===== config.mk =====
export PLATFORM = sky130hd
export DESIGN_NAME = vga_mode_ctrl
export DESIGN_NICKNAME = d
export VERILOG_FILES = /design/src/rtl/vga_pkg.sv /design/src/rtl/vga_pclk_div.sv /design/src/rtl/vga_mode_ctrl.sv
export SDC_FILE = /design/constraint.sdc
export NUM_CORES = 1
export LEC_CHECK = 0
export BUFFER_PORTS_ARGS = -buffer_cell sky130_fd_sc_hd__buf_2
export CORE_ASPECT_RATIO = 0.6
export CORE_MARGIN = 5
export CORE_UTILIZATION = 53
export CTS_CLUSTER_SIZE = 8
export DETAILED_ROUTE_END_ITERATION = 6
export PLACE_DENSITY = 0.8
export SLEW_MARGIN = 20
export SYNTH_ARGS = -nofsm -noshare
export SYNTH_HDL_FRONTEND = slang
export SYNTH_HIERARCHICAL = 1
export SYNTH_SLANG_ARGS = --single-unit

===== constraint.sdc =====
create_clock -name clk -period 1.8 [get_ports clk]
set_input_delay 0.18 -clock clk [delete_from_list [all_inputs] [get_ports clk]]
set_output_delay 0.18 -clock clk [all_outputs]
set_load 0.02 [all_outputs]

===== src/rtl/vga_pkg.sv =====
// Shared definitions for the VGA mode-change sequencer: mode encoding,
// pixel divider ratios and the sequencer state encoding.
package vga_pkg;

  localparam logic MODE_640X480 = 1'b0;
  localparam logic MODE_800X600 = 1'b1;

  localparam int DIV_640 = 4;
  localparam int DIV_800 = 2;

  typedef enum logic [1:0] {
    HOLD    = 2'd0,
    SETTLE  = 2'd1,
    RUN     = 2'd2,
    WAIT_VS = 2'd3
  } state_t;

  // Last divider phase (ratio - 1) for a given mode; P_CLK fires on this phase.
  function automatic logic [1:0] div_last(input logic mode);
    return (mode == MODE_800X600) ? 2'(DIV_800 - 1) : 2'(DIV_640 - 1);
  endfunction

endpackage


===== src/rtl/vga_pclk_div.sv =====
// Pixel-clock strobe generator: a 2-bit phase counter that wraps at the
// ratio selected by the current mode and is held at zero while cleared.
module vga_pclk_div
  import vga_pkg::*;
(
  input  logic clk,
  input  logic rst,
  input  logic clr,
  input  logic mode,
  output logic p_clk
);

  logic [1:0] div_cnt;
  logic [1:0] last;

  assign last = div_last(mode);

  // Phase counter: cleared during HOLD, otherwise counts and wraps on the last phase
  always_ff @(posedge clk) begin
    if (rst || clr) begin
      div_cnt <= '0;
    end else if (div_cnt >= last) begin
      div_cnt <= '0;
    end else begin
      div_cnt <= div_cnt + 2'd1;
    end
  end

  // Strobe is suppressed outright while cleared so HOLD never emits a pulse
  assign p_clk = ~clr & (div_cnt == last);

endmodule


===== src/rtl/vga_mode_ctrl.sv =====
// Mode-change sequencer for the VGA sync generator. Mode switches are
// applied inside vertical blank: video is blanked, the sync generator is
// held in reset while the mode changes, and video returns after a number
// of whole frames have gone by.
module vga_mode_ctrl
  import vga_pkg::*;
#(
  parameter logic DEFAULT_MODE  = MODE_640X480,
  parameter int   HOLD_CYCLES   = 4,
  parameter int   SETTLE_FRAMES = 2,
  parameter int   WAIT_TIMEOUT  = 2000000
) (
  input  logic clk,
  input  logic rst,
  input  logic req_valid,
  input  logic req_mode,
  output logic req_ready,
  input  logic vsync,
  output logic mode,
  output logic p_clk,
  output logic sync_rst_n,
  output logic video_en,
  output logic busy
);

  localparam int HOLD_W  = $clog2(HOLD_CYCLES + 1);
  localparam int FRAME_W = $clog2(SETTLE_FRAMES + 1);
  localparam logic [20:0] TIMEOUT_LAST = 21'(WAIT_TIMEOUT - 1);
  localparam logic [HOLD_W-1:0]  HOLD_LAST  = HOLD_W'(HOLD_CYCLES - 1);
  localparam logic [FRAME_W-1:0] FRAME_LAST = FRAME_W'(SETTLE_FRAMES - 1);

  state_t state;
  state_t state_next;

  logic               vs_q;
  logic               vs_fall;
  logic               timeout_hit;
  logic               frame_event;
  logic               state_change;
  logic               pend;
  logic [20:0]        wait_cnt;
  logic [HOLD_W-1:0]  hold_cnt;
  logic [FRAME_W-1:0] frame_cnt;

  // A falling VSYNC marks the start of the sync pulse, safely inside vertical blank.
  // A missing VSYNC is covered by the timeout so the sequence can never stall.
  assign vs_fall      = vs_q & ~vsync;
  assign timeout_hit  = (wait_cnt == TIMEOUT_LAST);
  assign frame_event  = vs_fall | timeout_hit;
  assign state_change = (state_next != state);

  // Sequencer state register
  always_ff @(posedge clk) begin
    if (rst) begin
      state <= HOLD;
    end else begin
      state <= state_next;
    end
  end

  // Next-state decode
  always_comb begin
    state_next = state;
    case (state)
      HOLD:    if (hold_cnt == HOLD_LAST) state_next = SETTLE;
      SETTLE:  if (frame_event && (frame_cnt == FRAME_LAST)) state_next = RUN;
      RUN:     if (req_valid && (req_mode != mode)) state_next = WAIT_VS;
      WAIT_VS: if (frame_event) state_next = HOLD;
      default: state_next = HOLD;
    endcase
  end

  // Hold, frame and timeout counters; every state starts with all of them at zero
  always_ff @(posedge clk) begin
    if (rst || state_change) begin
      hold_cnt  <= '0;
      frame_cnt <= '0;
      wait_cnt  <= '0;
    end else begin
      if (state == HOLD) begin
        hold_cnt <= hold_cnt + HOLD_W'(1);
      end
      if ((state == SETTLE) && frame_event) begin
        frame_cnt <= frame_cnt + FRAME_W'(1);
        wait_cnt  <= '0;
      end else if (((state == SETTLE) || (state == WAIT_VS)) && !timeout_hit) begin
        wait_cnt <= wait_cnt + 21'd1;
      end
    end
  end

  // VSYNC history, pending request and the mode register handed to the sync generator
  always_ff @(posedge clk) begin
    if (rst) begin
      vs_q <= 1'b1;
      pend <= DEFAULT_MODE;
      mode <= DEFAULT_MODE;
    end else begin
      vs_q <= vsync;
      if ((state == RUN) && (state_next == WAIT_VS)) begin
        pend <= req_mode;
      end
      if ((state == WAIT_VS) && (state_next == HOLD)) begin
        mode <= pend;
      end
    end
  end

  assign req_ready  = (state == RUN);
  assign busy       = (state != RUN);
  assign video_en   = (state == RUN) || (state == WAIT_VS);
  assign sync_rst_n = (state != HOLD);

  vga_pclk_div u_pclk_div (
    .clk   (clk),
    .rst   (rst),
    .clr   (state == HOLD),
    .mode  (mode),
    .p_clk (p_clk)
  );

endmodule


==> results.cfg <==
[outcome]
status = finished, violations left
violations = negative setup slack

[synth]
synth_top_family_by_area = simple AND/OR/NAND/NOR gates
ys_warn_count = 6
yosys.area_share.simple_pct = 28.0
synthTopCellsByArea = dfxtp_1, xor2_1, nor2_1
netlist.area_leader.share_pct = 40.1
synth-main-ff-cell = dfxtp_1
synth_compound_area_share_pct = 13.2
synth_edf_count = 0
post_synth_num_cell_types = 46
synth_xor_area_share_pct = 10.6
ys_seq_elements = 33
synthAdderAreaFrac_pct = 3.80
synth_top_cell_by_area = dfxtp_1
syn_avg_cell_area_um2 = 8.90
seq_area_frac_synth_pct = 40.1
mappedNetlistNets = 195
async_reset_ff_share_pct = 0
syn_area_mm2 = 0.00165
muxShareOfSynthArea_pct = 0.608
synth_cells = 185

[sta]
period_needed_ns = 1.87
hold_viol = 0
rsz0062_at_grt = yes
setup_viol = 21
period_share_pct = 104
tightest_slew_ns = 0.453
setup_ws_ns = -0.0658
report.final.slew_viol_count = 0
max-slew-margin-rel_pct = 69.7
skew_ns = 0.00417
max_freq_mhz = 536

[global_routing]
grt_max_degree = 19
track_usage_pct = 22.2
antenna_found_initial = 0
grt_pass1_wl_mm = 6.92
globalRouteOverflowTotal = 0
grt_pass1_vias = 1480

[floorplanning]
std_cell_rows = 15
die_w_um = 82.0
start_util_pct = 56.2
io_pins = 11
fp.coreArea_mm2 = 0.00293
die_area_mm2 = 0.00436
die_y_um = 53.2

[critical_path]
r2r_setup_slack_ns = -0.07
critPathTopFamily = simple AND/OR/NAND/NOR gates
cp.arrival_ns = 2.05
timing.rr.start = wait_cnt[16]
slowest_stage = or4b_4
worst-path-buf-inv = 2
crit_type = flop to flop
r2r-end = wait_cnt[15]
cp_slowest_stage_delay_ns = 0.56
endpoint_kind = flop
path_cells = or4b_4, nor4_4, a32oi_2, buf_4, nand2_2, buf_12, nor2_1
critical_path.max_fanout = 18
reg2regPathDepth = 7
critPathLaunchType = flop
required_ns = 1.98

[hold_path]
hold-path-cell-count = 2
holdPathEnd = vs_q
hp-class = input pin to flop
min_from = vsync

[pwr]
p_seq_share_pct = 45.2
p_total_mw = 1.91
p_per_area_mw_per_mm2 = 940
pwr-share-comb_pct = 26.5
p_switching_mw = 0.620
p_sw_share_pct = 32.4
p_leak_nw = 0.851
clkPwrFrac_pct = 28.3
ir_worst_vdd_uv = 561
intPower_mw = 1.29

[clocking]
cts_root_buf = clkbuf_8
cts_max_path_buffers = 2
numCtsBuffers = 5
cts.sinks = 33
htreeDepth = 2
ctsHoldBuffers = 0
clk_latency_ns = 0.30
cts_tree = built
path_clk_slew_ns = 0.06

[layout]
fillers = 235
finalInstanceArea_mm2 = 0.00204
fin_util_pct = 69.5
nets = 231
syn2layout_area_growth_pct = 23.6
antenna_cells = 0
drive_gt1_share_pct = 27.0

[route]
drc = 0
wl_mm = 4.26
avgViaCountPerCell = 5.59
drt_pass1_iterations = 4
drtAntennaViolNets = 0
vias = 1475
drt_iter0_markers = 116
wl_per_cell_um = 16.1

[placed_design]
gp_congestion = 0.802
post-place-ws_ns = -0.0353
place_area_mm2 = 0.00189
hpwl_mm = 3.12
io_buffer_count = 10

[job]
max_cap_violations = 0
-- synth_stat cells (2+ instances only) --
cell,n
nor2b_1,2
dfxtp_1,33
and4_1,3
or3b_1,2
a211oi_1,3
ha_1,5
nand2_1,17
xnor2_1,8
nand3_1,7
a21oi_1,9
xor2_1,12
o21ai_0,4
or3_1,2
inv_1,9
a31o_2,2
nor2_1,27
nand4_1,5
buf_2,2
or2_2,3
nor4_1,4
-- worst max path at each step --
| stage | startpoint | endpoint | slack (ns) | depth (start not counted) |
|---|---|---|---|---|
| after floorplan | wait_cnt[16] | state[1] | -0.02 | 5 |
| after global placement | wait_cnt[16] | state[1] | 0.01 | 5 |
| after detailed placement | wait_cnt[16] | state[1] | -0.04 | 5 |
| after CTS | wait_cnt[16] | state[1] | -0.05 | 5 |
| after global routing | wait_cnt[1] | wait_cnt[2] | -0.15 | 8 |
| final | wait_cnt[16] | wait_cnt[15] | -0.07 | 7 |
-- metal layers --
layer	share of wire (%)	track usage, %	up-vias
li1	-	-	725
met1	46	26.9	684
met2	45	34.9	55
met3	7.0	6.97	11
met4	2.7	12.7	0
met5	0	0	-
-- cell families after synthesis --
logic type / count (synthesis)
AND/OR/NAND/NOR: 83
flip-flops: 33
AO/OA/AOI/OAI: 30
XOR/XNOR: 20
buffers and inverters: 13
adder cells (fa/ha/maj): 5
multiplexers: 1
-- final cells by class --
cell class,count,area (um^2),share of cell area [%]
Tap cell,42,52.6,2.58
Timing Repair Buffer,33,235,11.6
Clock buffer,8,80.1,3.93
Sequential cell,33,663,32.6
Inverter,9,33.8,1.66
Multi-Input combinational cell,139,971,47.7
-- through the flow --
stage | setup TNS [ns] | cells | hold slack (ns)
floorplan | -0.0293 | 185 | 0.249
global placement | 0 | 254 | 0.387
detailed placement | -0.0979 | 254 | 0.395
CTS | -0.0966 | 262 | 0.0903
global route | -2.92 | 264 | 0.105
finish | -1.10 | 264 | 0.0924
-- power by group through the flow --
stage | Combinational, mW | Clock [mW] | Sequential [mW]
after global routing | 0.562 | 0.591 | 0.876
final | 0.507 | 0.542 | 0.866
after global placement | 0.434 | 0 | 0.869
after CTS | 0.484 | 0.544 | 0.858
after floorplan | 0.311 | 0 | 0.845
after detailed placement | 0.470 | 0 | 0.875
-- placed cells by master (no fill, tap or decap), types with 2 or more instances in the layout --
cell       n
a211oi_1   3
ha_1       5
inv_1      9
clkbuf_8   5
or3b_1     2
nor2b_1    2
nor4_2     2
or3_1      2
xor2_1    12
xnor2_1    8
dfxtp_1   31
o21ai_0    3
nor4_1     2
nand2_1   17
a21oi_1    8
nor2_1    27
buf_4     22
dfxtp_2    2
or2_2      3
nand3_1    7
clkbuf_1   3
buf_2     10
nand4_1    5
and4_1     3
a21oi_2    2
-- what timing repair did --
| item | in CTS | in global routing |
|---|---|---|
| setup buffers | 0 | 2 |
| setup endpoints to repair | 4 | 27 |
| gates resized for setup | 2 | 8 |
| pin swaps | 1 | 0 |
-- state kept, by name, summed over array words and instances, names as in the netlist --
signal	count
hold_cnt	3
frame_cnt	2
pend	1
wait_cnt	21
mode	1
state	2
vs_q	1
u_pclk_div/div_cnt	2
(Power assumes the default switching activity.)
